## src/rtl/wb_arb_pkg.sv

```systemverilog
`default_nettype none
// ============================================================================
// Module   : wb_arb_pkg
// Purpose  : Shared definitions for the Wishbone core bus arbiter: FSM state
//            encodings, master indices and the fixed M0 (instruction master)
//            field values.
// Ports    : none (package)
// Revision : 1.0 - initial release
// ============================================================================
package wb_arb_pkg;

  localparam logic [1:0] ARB_IDLE    = 2'd0;
  localparam logic [1:0] ARB_BUSY_M0 = 2'd1;
  localparam logic [1:0] ARB_BUSY_M1 = 2'd2;

  typedef enum logic [1:0] {
    ST_IDLE    = ARB_IDLE,
    ST_BUSY_M0 = ARB_BUSY_M0,
    ST_BUSY_M1 = ARB_BUSY_M1
  } arb_state_t;

  // Master indices as stored in the grant / last_grant registers
  localparam logic MST_I = 1'b0;
  localparam logic MST_D = 1'b1;

  // The instruction master is read-only and always fetches whole words
  localparam logic M0_WE      = 1'b0;
  localparam logic M0_SEL_BIT = 1'b1;

endpackage
`default_nettype wire

```

## src/rtl/wb_arb_timeout.sv

```systemverilog
`default_nettype none
// ============================================================================
// Module   : wb_arb_timeout
// Purpose  : Bus-cycle watchdog. Counts enabled cycles since the last clear
//            and flags expiry on the TIMEOUT-th enabled cycle. TIMEOUT = 0
//            removes the counter and ties expire low.
// Ports    : clk    - clock
//            rst_n  - synchronous active-low reset
//            clr    - clear the count (held while the arbiter is idle)
//            en     - count this cycle (busy with no slave response)
//            expire - combinational: en is high and the count is TIMEOUT-1
// Revision : 1.0 - initial release
// ============================================================================
module wb_arb_timeout #(
  parameter int TIMEOUT = 255
) (
  input  logic clk,
  input  logic rst_n,
  input  logic clr,
  input  logic en,
  output logic expire
);

  generate
    if (TIMEOUT == 0) begin : g_disabled
      assign expire = 1'b0;
    end else begin : g_counter
      localparam int CNT_W = (TIMEOUT > 1) ? $clog2(TIMEOUT) : 1;
      localparam logic [CNT_W-1:0] LAST = CNT_W'(TIMEOUT - 1);

      logic [CNT_W-1:0] count;

      always_ff @(posedge clk) begin
        if (!rst_n) begin
          count <= '0;
        end else if (clr) begin
          count <= '0;
        end else if (en) begin
          count <= count + 1'b1;
        end
      end

      // Fires only on a cycle without ack/err, so a late ack always wins
      assign expire = en && (count == LAST);
    end
  endgenerate

endmodule
`default_nettype wire

```

## src/rtl/wb_core_bus_arbiter.sv

```systemverilog
`default_nettype none
// ============================================================================
// Module   : wb_core_bus_arbiter
// Purpose  : Shares one Wishbone classic single-beat slave port between the
//            core's instruction master (M0, read-only) and data master (M1).
//            Registered grant, fixed data-priority or round-robin, and a
//            watchdog that terminates stalled cycles with an error.
// Ports    : wb_clk_i, wb_rst_n_i      - clock, synchronous active-low reset
//            m0_wb_*                   - instruction master (adr/cyc/stb in,
//                                        dat/ack/err out)
//            m1_wb_*                   - data master (adr/dat/we/sel/cyc/stb
//                                        in, dat/ack/err out)
//            s_wb_*                    - shared slave port
//            busy_o                    - a master currently owns the slave
// Revision : 1.0 - initial release
// ============================================================================
module wb_core_bus_arbiter
  import wb_arb_pkg::*;
#(
  parameter int ADDR_W     = 32,
  parameter int DATA_W     = 32,
  parameter int DPORT_PRIO = 1,
  parameter int TIMEOUT    = 255
) (
  input  logic                wb_clk_i,
  input  logic                wb_rst_n_i,
  input  logic [ADDR_W-1:0]   m0_wb_adr_i,
  input  logic                m0_wb_cyc_i,
  input  logic                m0_wb_stb_i,
  output logic [DATA_W-1:0]   m0_wb_dat_o,
  output logic                m0_wb_ack_o,
  output logic                m0_wb_err_o,
  input  logic [ADDR_W-1:0]   m1_wb_adr_i,
  input  logic [DATA_W-1:0]   m1_wb_dat_i,
  input  logic                m1_wb_we_i,
  input  logic [DATA_W/8-1:0] m1_wb_sel_i,
  input  logic                m1_wb_cyc_i,
  input  logic                m1_wb_stb_i,
  output logic [DATA_W-1:0]   m1_wb_dat_o,
  output logic                m1_wb_ack_o,
  output logic                m1_wb_err_o,
  output logic [ADDR_W-1:0]   s_wb_adr_o,
  output logic [DATA_W-1:0]   s_wb_dat_o,
  output logic                s_wb_we_o,
  output logic [DATA_W/8-1:0] s_wb_sel_o,
  output logic                s_wb_cyc_o,
  output logic                s_wb_stb_o,
  input  logic [DATA_W-1:0]   s_wb_dat_i,
  input  logic                s_wb_ack_i,
  input  logic                s_wb_err_i,
  output logic                busy_o
);

  localparam int SEL_W = DATA_W / 8;

  arb_state_t state;
  logic       grant;
  logic       last_grant;

  logic req0, req1, pick;
  logic busy_m0, busy_m1, busy;
  logic g_cyc, g_stb;
  logic slave_resp, expire, release_now;

  assign req0    = m0_wb_cyc_i & m0_wb_stb_i;
  assign req1    = m1_wb_cyc_i & m1_wb_stb_i;
  assign busy_m0 = (state == ST_BUSY_M0);
  assign busy_m1 = (state == ST_BUSY_M1);
  assign busy    = busy_m0 | busy_m1;

  assign g_cyc      = busy_m1 ? m1_wb_cyc_i : m0_wb_cyc_i;
  assign g_stb      = busy_m1 ? m1_wb_stb_i : m0_wb_stb_i;
  assign slave_resp = s_wb_ack_i | s_wb_err_i;

  // Winner of the IDLE arbitration; only meaningful when someone requests
  always_comb begin
    pick = MST_I;
    if (req0 && req1) begin
      if (DPORT_PRIO != 0) begin
        pick = MST_D;
      end else begin
        pick = (last_grant == MST_D) ? MST_I : MST_D;
      end
    end else if (req1) begin
      pick = MST_D;
    end
  end

  // Counter is held clear while idle, so it starts from zero on BUSY entry
  wb_arb_timeout #(
    .TIMEOUT (TIMEOUT)
  ) u_timeout (
    .clk    (wb_clk_i),
    .rst_n  (wb_rst_n_i),
    .clr    (~busy),
    .en     (busy & ~slave_resp),
    .expire (expire)
  );

  // An abort (granted master drops cyc) also ends the tenure
  assign release_now = slave_resp | expire | ~g_cyc;

  always_ff @(posedge wb_clk_i) begin
    if (!wb_rst_n_i) begin
      state      <= ST_IDLE;
      grant      <= MST_I;
      last_grant <= MST_D;
    end else begin
      case (state)
        ST_IDLE: begin
          if (req0 || req1) begin
            grant <= pick;
            state <= (pick == MST_D) ? ST_BUSY_M1 : ST_BUSY_M0;
          end
        end
        ST_BUSY_M0, ST_BUSY_M1: begin
          if (release_now) begin
            state      <= ST_IDLE;
            last_grant <= grant;
          end
        end
        default: state <= ST_IDLE;
      endcase
    end
  end

  // Slave side: cyc/stb only while busy, and dropped in the watchdog cycle
  assign s_wb_cyc_o = busy & g_cyc & ~expire;
  assign s_wb_stb_o = busy & g_stb & ~expire;
  assign s_wb_adr_o = (grant == MST_D) ? m1_wb_adr_i : m0_wb_adr_i;
  assign s_wb_dat_o = (grant == MST_D) ? m1_wb_dat_i : '0;
  assign s_wb_sel_o = busy_m1 ? m1_wb_sel_i :
                      busy_m0 ? {SEL_W{M0_SEL_BIT}} : '0;
  assign s_wb_we_o  = s_wb_cyc_o & (busy_m1 ? m1_wb_we_i : M0_WE);

  // Master side: read data fans out, responses go to the owner only
  assign m0_wb_dat_o = s_wb_dat_i;
  assign m1_wb_dat_o = s_wb_dat_i;
  assign m0_wb_ack_o = busy_m0 & s_wb_ack_i;
  assign m1_wb_ack_o = busy_m1 & s_wb_ack_i;
  assign m0_wb_err_o = busy_m0 & (s_wb_err_i | expire);
  assign m1_wb_err_o = busy_m1 & (s_wb_err_i | expire);

  assign busy_o = busy;

endmodule
`default_nettype wire

```

## config.mk

```make
export PLATFORM = sky130hd
export DESIGN_NAME = wb_core_bus_arbiter
export DESIGN_NICKNAME = d
export VERILOG_FILES = /design/src/rtl/wb_arb_pkg.sv /design/src/rtl/wb_arb_timeout.sv /design/src/rtl/wb_core_bus_arbiter.sv
export SDC_FILE = /design/constraint.sdc
export NUM_CORES = 1
export LEC_CHECK = 0
export ABC_AREA = 0
export BUFFER_PORTS_ARGS = -buffer_cell sky130_fd_sc_hd__buf_2
export CAP_MARGIN = 15
export CORE_AREA = 2 2 108 110
export CTS_CLUSTER_SIZE = 14
export DETAILED_ROUTE_END_ITERATION = 10
export DIE_AREA = 0 0 110 112
export SLEW_MARGIN = 40
export SYNTH_ARGS = -nofsm -noshare
export SYNTH_HDL_FRONTEND = slang
export SYNTH_SLANG_ARGS = --single-unit
```

## constraint.sdc

```tcl
create_clock -name wb_clk_i -period 1.75 [get_ports wb_clk_i]
set_input_delay 0.0875 -clock wb_clk_i [delete_from_list [all_inputs] [get_ports wb_clk_i]]
set_output_delay 0.0875 -clock wb_clk_i [all_outputs]
set_load 0.05 [all_outputs]
```

# ---- After elaboration in Yosys (flattened, before gate mapping)
# Index checks and enable logic that the tools add are counted.
dict set report totals {
  elab_cells 50
  out_inout_bits 140
  ff_bits 11
}
dict set report op_classes {
  n_eq_ne 5
  bitwise 20
  reduce_logical 8
  n_addsub 1
  mux 13
}
# cell n
set op_table {}
lappend op_table {{32-bit two-way mux} 2}
lappend op_table {{1-bit AND} 12}
lappend op_table {{8-bit by 1-bit adder with 8-bit output (second input constant)} 1}
lappend op_table {{8-bit == test (second input constant)} 1}
lappend op_table {{4-bit two-way mux} 2}
lappend op_table {{2-bit two-way mux} 3}
lappend op_table {{2-bit AND reduction} 3}
lappend op_table {{1-bit two-way mux} 5}
lappend op_table {{1-bit bitwise OR} 5}
lappend op_table {{2-bit != test (second input constant)} 2}
lappend op_table {{2-bit case mux with 2 select lines} 1}
lappend op_table {{1-bit inverter} 3}
lappend op_table {{2-bit by 1-bit == test with 1-bit output (second input constant)} 1}
lappend op_table {{2-bit == test (second input constant)} 1}
lappend op_table {{1-bit logical AND} 2}
lappend op_table {{2-bit logical NOT} 1}
lappend op_table {{2-bit OR reduction} 1}
lappend op_table {{1-bit logical OR} 1}

# ---- Depth between registers and ports, before layout
# Gate-level depths: netlist of the first run.
dict set report logic_depth {
  depth_word 8
  mapped_depth 7
  ltp_nobuf 6
}

# ---- Hierarchy
# Synthesis of the first run repeated with hierarchy kept, for this count alone.
dict set report hier_totals {
  hier_cells 221
  hier_area_um2 1785.5
}
# module area_per_inst_um2 seq_area_each_um2 cells_per_inst n_inst
set modules_own_cells {}
lappend modules_own_cells {wb_core_bus_arbiter 1416.4 60.1 179 1}
lappend modules_own_cells {wb_arb_timeout 369.1 160.2 42 1}

# ---- Worst setup path after synthesis of the first run
# OpenSTA, ideal clock, no wires.
dict set report synth_path {
  path_type {register to output}
  startpoint {reg state[1]}
  endpoint {out s_wb_we_o}
  path_stages_with_launch 5
  required_time_ps 1662
  path_slack_ps -590
  arrival_ps 2253
  n_path_buf 0
  cell_sequence {dfxtp_1 -> inv_1 -> ha_1 -> nand2_1 -> nor3_1}
}
dict set report synth_via {
  elab_chain_cells 7
  word_cells_on_any_way 11
  classes_between {2 x eq/ne; 2 x mux; 6 x bitwise; 1 x reduce/logical}
}
# item line
set synth_rtl {}
lappend synth_rtl {{from (decl)} wb_core_bus_arbiter.sv:56} ;# arb_state_t state;
lappend synth_rtl {{from (signal assigned)} wb_core_bus_arbiter.sv:113} ;# state <= (pick == MST_D) ? ST_BUSY_M1 : ST_BUSY_M0;
lappend synth_rtl {{2-bit by 1-bit == test with 1-bit output or 2-bit == test (tied branches)} n/a}
lappend synth_rtl {{1-bit bitwise OR (*)} wb_core_bus_arbiter.sv:69} ;# assign busy = busy_m0 | busy_m1;
lappend synth_rtl {{named net busy_o} wb_core_bus_arbiter.sv:51} ;# output logic busy_o
lappend synth_rtl {{1-bit AND} wb_core_bus_arbiter.sv:96} ;# .en (busy & ~slave_resp),
lappend synth_rtl {{1-bit logical AND} wb_arb_timeout.sv:44} ;# assign expire = en && (count == LAST);
lappend synth_rtl {{1-bit inverter} wb_core_bus_arbiter.sv:128} ;# assign s_wb_cyc_o = busy & g_cyc & ~expire;
lappend synth_rtl {{1-bit AND (*)} wb_core_bus_arbiter.sv:128}
lappend synth_rtl {{1-bit AND (*)} wb_core_bus_arbiter.sv:134} ;# assign s_wb_we_o = s_wb_cyc_o & (busy_m1 ? m1_wb_we_i : M0_WE);
lappend synth_rtl {{to (decl)} wb_core_bus_arbiter.sv:44} ;# output logic s_wb_we_o,
# The timed path passes the listed nets; every way through them passes the cells marked *.

# ---- Worst setup path in the final report of the first run
dict set report layout_path {
  startpoint {reg state[1]}
  endpoint {reg state[0]}
}
dict set report layout_via {
  elab_chain_cells 8
  word_cells_on_any_way 15
  classes_between {4 x eq/ne; 2 x mux; 5 x bitwise; 4 x reduce/logical}
}
# item line
set layout_rtl {}
lappend layout_rtl {{2-bit by 1-bit == test with 1-bit output or 2-bit == test (tied branches)} n/a}
lappend layout_rtl {{1-bit bitwise OR} wb_core_bus_arbiter.sv:69}
lappend layout_rtl {{1-bit AND} wb_core_bus_arbiter.sv:96}
lappend layout_rtl {{1-bit logical AND} wb_arb_timeout.sv:44}
lappend layout_rtl {{1-bit bitwise OR (2 in series)} wb_core_bus_arbiter.sv:101} ;# assign release_now = slave_resp | expire | ~g_cyc;
lappend layout_rtl {{2-bit != test (no line)} n/a}
lappend layout_rtl {{2-bit AND reduction (no line)} n/a}
# Parallel ways exist; a longest one is shown, timed or not.
# A chain may end at the register's enable or synchronous reset.

==> out/metrics.cfg, run 1 <==
[status]
status=complete, no violations

[logic_synthesis]
synth_adder_area_share_pct=3.544
synth.distinct_cells=31
synth_compound_area_share_pct=4.323
synth_top_area_share_pct=27.21
syn_area_sq_um=1765
ys_ff_latch=11
ys_seq_area_share_pct=12.47
synth_mux_area_share_pct=21.55
synth_area_leaders=buf_4 (27%), mux2_2 (20%), dfxtp_1 (12%)
yosys_warnings=0
synth_top_family_by_area=buffers and inverters
synth.avg_cell_area_sq_um=7.988
synth-edff-count=0
async_reset_ff_share_pct=0
synth_nets=367
ys.flop_type=dfxtp_1
yosys.area.top_type=buf_4
synth_xor_area_share_pct=2.977
synth_simple_gate_area_share_pct=25.16
syn-instance-count=221

[timing]
drv_slew=0
max_slew_margin_pct=68.53
grt_setup_unrepaired=yes
timing.setup.tns_ps=0
finalCriticalPeriod_ps=1722
setup-violations-final=0
clock_skew_ps=2.238
hold_viol=0
fmaxAchievable_ghz=0.5806
post-route-period-util_pct=98.42
worst_slew_pin_slew_ps=458.9

[global_routing]
grt_pass1_vias=1723
use_met1_pct=11.95
grt-busiest-layer=met2
grt_pass1_wl_um=9515
overflow=0
grtUsageTotal_pct=10.44
antenna_found_initial=0
use_met3_pct=5.445
use_met2_pct=17.34
grt_max_degree=56

[cells_and_area]
final_cell_mix=buf_2 (180), and2_1 (34), mux2_2 (32)
syn_to_final_growth_pct=44.93
nets=491
layout-drive-gt1-share_pct=70.06
final_common_cell=buf_2
stdcell_count=490
fin_util_pct=22.90

[worst_setup_path]
crit_family=simple AND/OR/NAND/NOR gates
critPathKind=flip-flop to flip-flop
cp.required_ps=1870
critPathBufInv=1
crit_fanout=5
crit_path_top_delay_cell=or3b_4
startpoint_type=flip-flop
cp_slowest_stage_delay_ps=420
end_kind=flip-flop
worstPathCellList=inv_2, ha_4, or3b_4, a211oi_4, o21ai_1, and3b_1
crit_arrival_ps=1850

[route]
vias_per_cell=3.861
drt-pass1-iter-count=4
drcViolationCount=0
route.final.wire_length_um=7339
ant_nets=0
drt_iter0_markers=45
via_count=1892
wl_per_cell_um=14.98

[place]
gp_congestion=0.7499
dpl.cell_count=480
place_hpwl_um=6409
port-buffer-count=184

[floorplanning]
ios=281
die_w_um=110
start_util_pct=15.80
core-area_sq_um=11170
die_h_um=112
dieArea_sq_um=12320
rows=39

[cts]
cts.htree.levels=1
root_buffer=clkbuf_16
cts_tree=done
clock-sinks=11
cts_hold_buf=0
cts_buffers=3
clk_pin_slew_worst_paths_ps=40
clock_latency_ps=240
cts.path.max_buffers=2

[power]
powerDensity_nw_per_um2=633.3
p_leak_nw=1.350
max-vdd-ir-drop_mv=0.2519
power.total_mw=1.620

[job]
max-cap-violations=0

[hold_path]
hold_path_class=input port to flip-flop

## layer usage
layer | wire length, um | share of wire, %
met1 | 2781 | 38
met2 | 3422 | 47
met4 | 89 | 1.2
met5 | 0 | 0
met3 | 1045 | 14
## area by class of cell
cell class	instances	area, sq um
clock buffer	3	75.07
tap	143	178.9
antenna	3	7.507
fill	1237	8616
inverter	4	15.01
sequential	11	225.2
clock inverter	1	5.005
multi-input combinational	134	1045
timing repair buffer	191	1007
## final timing paths
kind | startpoint | endpoint | slack [ps] | cells after the start
max | state[1] | state[0] | 30 | 6
min | wb_rst_n_i | grant | 130 | 2
max reg2reg | state[1] | state[0] | 30 | 6
min reg2reg | u_timeout.g_counter.count[1] | u_timeout.g_counter.count[1] | 530 | 2
## cell families after synthesis
group / count (synthesis)
simple gates: 79
buf+inv: 76
mux: 34
flops: 11
compound gates: 10
xor+xnor: 6
fa+ha+maj: 5
## flip-flops by register name, summed over array words and instances (netlist names)
signal,flops
grant,1
state,2
u_timeout.g_counter.count,8
## Yosys cell counts (all sizes together), types with 3 or more instances
cell type and instances:
dfxtp 11, buf 67, inv 4, ha 5
nand3 4, a21oi 3, nand2 17, nor2b 3
xor2 3, and2 34, clkbuf 5, nor2 10
mux2 32, xnor2 3
## power by group
part / switching [mW] / total [mW] / internal [mW]
Sequential: 0.00586 / 0.265 / 0.259
Combinational: 0.638 / 0.940 / 0.303
Clock: 0.113 / 0.415 / 0.302
## stage by stage
stage / hold slack [ps] / cell area [sq um] / worst slack, ps
after detailed placement: 175.5 / 2414 / 38.19
final: 134.3 / 2559 / 27.61
after CTS: 140.4 / 2506 / 32.52
after floorplan: 215.7 / 1784 / 3.455
after global placement: 175.5 / 2414 / 81.55
after global routing: 152.9 / 2551 / -56.41
## worst reg2reg max path: cells and delay by family, from the launching register on
kind	cells	cell delay (ps)
flops	1	340
compound gates	2	350
buf+inv	1	50
fa+ha+maj	1	280
simple gates	2	580
## repair_timing
item / 4_1_cts / 5_1_grt
cloned: 0 / 0
hold endpoints to repair: 0 / 0
setup buffers: 0 / 3
pin swaps: 0 / 5
endpoints found under the setup margin: 5 / 7
resized for setup: 5 / 8
(Power assumes the default switching activity.)
==> run 2, diff against run 1 <==
==> constraint.sdc (replaced) <==
create_clock -name wb_clk_i -period 1.8 [get_ports wb_clk_i]
set_input_delay 0.09 -clock wb_clk_i [delete_from_list [all_inputs] [get_ports wb_clk_i]]
set_output_delay 0.09 -clock wb_clk_i [all_outputs]
set_load 0.05 [all_outputs]
==> run 2 against run 1 <==
Net effect: combinational power decreased by 2.9%; routed wire length decreased by 0.64%; sequential power is 3% lower; final cell count fell by 0.61%; clock-buffer cell count grew 1; critical path depth unchanged; clock power down 3%; clock skew shrank 1.6 ps.
==> out/metrics.cfg, run 2 (synthesis results as in run 1) <==
[power]
power.total_mw=1.574
p_leak_nw=1.342
powerDensity_nw_per_um2=622.0
max-vdd-ir-drop_mv=0.3059

[cells_and_area]
top_register=u_timeout.g_counter.count
layout-drive-gt1-share_pct=69.10
stdcell_count=487
reg_top3=u_timeout.g_counter.count x8, state x2, grant x1
largest_reg_flops=8
final_cell_mix=buf_2 (181), and2_1 (34), mux2_2 (32)
final_common_cell=buf_2
fin_util_pct=22.65
syn_to_final_growth_pct=43.37
nets=490

[floorplanning]
dieArea_sq_um=12320
rows=39
die_h_um=112
die_w_um=110
ios=281
core-area_sq_um=11170
start_util_pct=15.80

[status]
status=complete, no violations

[timing]
setup-violations-final=0
clock_skew_ps=0.6122
drv_slew=0
finalCriticalPeriod_ps=1722
hold_viol=0
max_slew_margin_pct=69.76
post-route-period-util_pct=95.67
worst_slew_pin_slew_ps=441.0
fin_hold_ws_ps=146.0
fmaxAchievable_ghz=0.5807
grt_setup_unrepaired=yes

[worst_setup_path]
crit_family=simple AND/OR/NAND/NOR gates
cp_slowest_stage_delay_ps=430
cp.required_ps=1930
rr_startpoint=state[1]
critPathBufInv=1
end_kind=flip-flop
crit_fanout=5
crit_arrival_ps=1850
worstPathCellList=inv_2, ha_4, or3b_4, a211oi_4, o21ai_1, and3b_1
critPathKind=flip-flop to flip-flop
crit_path_start=state[1]
crit_path_top_delay_cell=or3b_4
startpoint_type=flip-flop

[route]
drt_iter0_markers=58
route.met3.wl_um=964
vias_per_cell=3.885
dr_wl_met2_um=3361
drcViolationCount=0
drt-pass1-iter-count=4
via_count=1892
wl_met1_um=2849
highest_layer=met4
route.final.wire_length_um=7292
wl_per_cell_um=14.97
ant_nets=0

[place]
port-buffer-count=184
gp_congestion=0.7237
dpl.cell_count=480
place_hpwl_um=6317

[cts]
clock-sinks=11
clock_latency_ps=230
cts_tree=done
cts.htree.levels=1
root_buffer=clkbuf_16
clk_pin_slew_worst_paths_ps=40
cts_hold_buf=0
cts.path.max_buffers=2
cts_buffers=3

[global_routing]
grtUsageTotal_pct=10.37
overflow=0
grt_max_degree=42
grt_pass1_vias=1810
antenna_found_initial=1
grt_pass1_wl_um=9604

[hold_path]
hold_path_class=input port to flip-flop
min_from=wb_rst_n_i

[job]
max-cap-violations=0

-- run 2: changes by cell type in the layout (fill, tap and decap cells not counted) --
cell | before | now
and3_2 | 1 | 0
buf_2 | 180 | 181
buf_6 | 3 | 1
clkinv_2 | 1 | 0
nor2_1 | 9 | 10
and3_1 | 0 | 1
clkbuf_4 | 0 | 2
diode_2 | 3 | 1
buf_4 | 7 | 5
nor2_2 | 1 | 0
clkbuf_1 | 0 | 1
-- run 2: worst paths after layout --
path / slack (ps) / end / cells after the start
max reg2reg: 80 / state[0] / 6
min reg2reg: 480 / state[1] / 2
min: 150 / grant / 2
max: 80 / state[0] / 6
-- run 2: metal layers --
| layer | vias up | global-route usage, % |
|---|---|---|
| met4 | 0 | 1.772 |
| met5 | - | 0 |
| met1 | 831 | 12.34 |
| met3 | 22 | 5.738 |
| met2 | 128 | 16.52 |
| li1 | 911 | - |
-- run 2: power breakdown --
part / total [mW] / switching [mW] / internal (mW)
registers: 0.258 / 0.00570 / 0.252
clock network: 0.404 / 0.106 / 0.297
logic: 0.913 / 0.621 / 0.292
-- run 2: through the flow --
step                      setup TNS (ps)  worst slack [ps]  area (sq um)
after floorplan                        0             10.54          1783
after global placement                 0             93.27          2412
after detailed placement               0             33.70          2412
after CTS                              0             22.58          2494
after global routing              -13.99            -8.014          2531
final                                  0             77.88          2531
-- run 2: what timing repair did --
action | 4_1_cts | 5_1_grt
resized for setup | 1 | 10
setup endpoints to repair | 1 | 9
pin swaps | 0 | 4
buffers inserted | 0 | 2
-- run 2: cell type report --
cell class,count,area (sq um)
fillers,1238,8643
flip-flops and latches,11,225.2
clock buffers,4,78.83
repair buffers,190,989.7
diodes,1,2.502
well taps,143,178.9
multi-input cells,134,1041
inverters,4,15.01
==> run 3, diff against run 2 <==
==> constraint.sdc (replaced) <==
create_clock -name wb_clk_i -period 1.8 [get_ports wb_clk_i]
set_input_delay 0 -clock wb_clk_i [delete_from_list [all_inputs] [get_ports wb_clk_i]]
set_output_delay 0 -clock wb_clk_i [all_outputs]
set_load 0.05 [all_outputs]
==> run 3 against run 2 <==
Net effect: non-clock buffer count shrank 3; worst setup slack worse by 12 ps; die area is the same; first-iteration DRC count is 31% lower; global-route usage decreased by 0.074 points; clock skew grew 1.6 ps; highest routed layer is now met5.
==> out/metrics.cfg, run 3 (synthesis results as in run 1) <==
[worst_setup_path]
crit_family=simple AND/OR/NAND/NOR gates
rr_worst_depth=6
crit_path_start=state[0]
crit_arrival_ps=1860
cp_slowest_stage_delay_ps=420
critical_path_cell_count=6
cp-endpoint=state[0]
critPathKind=flip-flop to flip-flop
startpoint_type=flip-flop
crit_fanout=5
end_kind=flip-flop
rr_startpoint=state[0]
critPathBufInv=1
crit_path_top_delay_cell=or3b_4
rrSetupSlack_ps=70
worstReg2RegEnd=state[0]
worstPathCellList=inv_2, ha_4, or3b_4, a211oi_4, o21ai_1, and3b_1
cp.required_ps=1920

[place]
port-buffer-count=184
pre_cts_ws_ps=10.64
place_hpwl_um=6221
placed_area_sq_um=2397
gp_congestion=0.7239
dpl.cell_count=478

[timing]
post-route-period-util_pct=96.36
hold_viol=0
drv_slew=0
fin_hold_ws_ps=0.02225
clock_skew_ps=2.236
worst_slew_pin_slew_ps=468.1
setup-violations-final=0
max_slew_margin_pct=67.90
fmaxAchievable_ghz=0.5765
fin_ws_ps=65.52
timing.setup.tns_ps=0
grt_setup_unrepaired=no
finalCriticalPeriod_ps=1734

[global_routing]
grt_max_degree=65
grtUsageTotal_pct=10.30
overflow=0
grt_pass1_wl_um=9508
grt_pass1_vias=1741
antenna_found_initial=1

[floorplanning]
ios=281
core-area_sq_um=11170
die_h_um=112
start_util_pct=15.80
die_w_um=110
rows=39
dieArea_sq_um=12320

[route]
drt-pass1-iter-count=4
drt_iter0_markers=40
route.final.wire_length_um=7004
wl_per_cell_um=14.50
drcViolationCount=0
ant_nets=0
vias_per_cell=3.849
via_count=1859

[cells_and_area]
layout-drive-gt1-share_pct=68.24
nets=487
final_common_cell=buf_2
final_cell_mix=buf_2 (183), and2_1 (34), mux2_2 (32)
top_register=u_timeout.g_counter.count
n_antenna_cell=0
stdcell_area_sq_um=2489
fin_util_pct=22.27
syn_to_final_growth_pct=40.96
reg_top3=u_timeout.g_counter.count x8, state x2, grant x1
largest_reg_flops=8
stdcell_count=483

[power]
p_leak_nw=1.326
power.total_mw=1.552
max-vdd-ir-drop_mv=0.3224
powerDensity_nw_per_um2=623.5

[cts]
root_buffer=clkbuf_16
clk_pin_slew_worst_paths_ps=40
clock_latency_ps=230
cts_tree=done
clock-sinks=11
cts_buffers=3
cts.path.max_buffers=2
cts.htree.levels=1

[hold_path]
hold_path_class=input port to output port

[job]
max-cap-violations=0

[status]
status=complete, no violations

## run 3: changes by cell type in the layout (fill, tap and decap cells not counted)
cell	change
buf_6	-1
diode_2	-1
buf_4	-2
buf_2	+2
dfxtp_1	+1
dfxtp_2	-1
clkbuf_4	-2
a41oi_1	+1
a41oi_2	-1
## run 3: area by class of cell
class,count,area [sq um]
flip-flops and latches,11,224.0
multi-input cells,134,1033
repair buffers,187,958.4
fillers,1228,8686
inverters,4,15.01
well taps,143,178.9
clock buffers,4,78.83
## run 3: worst min-delay path by stage
stage	start	to	slack (ps)	cells past startpoint
after floorplan	wb_rst_n_i	grant	130	1
after detailed placement	s_wb_dat_i[22]	m0_wb_dat_o[22]	0.5	0
final	s_wb_dat_i[13]	m0_wb_dat_o[13]	0.02	0
after global routing	s_wb_dat_i[2]	m0_wb_dat_o[2]	0.1	0
after global placement	s_wb_dat_i[22]	m0_wb_dat_o[22]	0.5	0
after CTS	s_wb_dat_i[22]	m0_wb_dat_o[22]	0.5	0
## run 3: where the power goes
part | internal (mW) | switching [mW] | total (mW)
sequential | 0.252 | 0.00575 | 0.258
clock | 0.297 | 0.104 | 0.401
combinational | 0.280 | 0.613 | 0.893
## run 3: per-layer routing
layer	routed length, um	GRT usage [%]
met1	2657	12.15
met2	3227	16.07
met3	985	5.972
met4	115	2.278
met5	17	0
## run 3: timing repair
action,CTS,global route
resized for setup,0,7
setup buffers,0,1
setup endpoints to repair,0,3
hold buffers,0,0
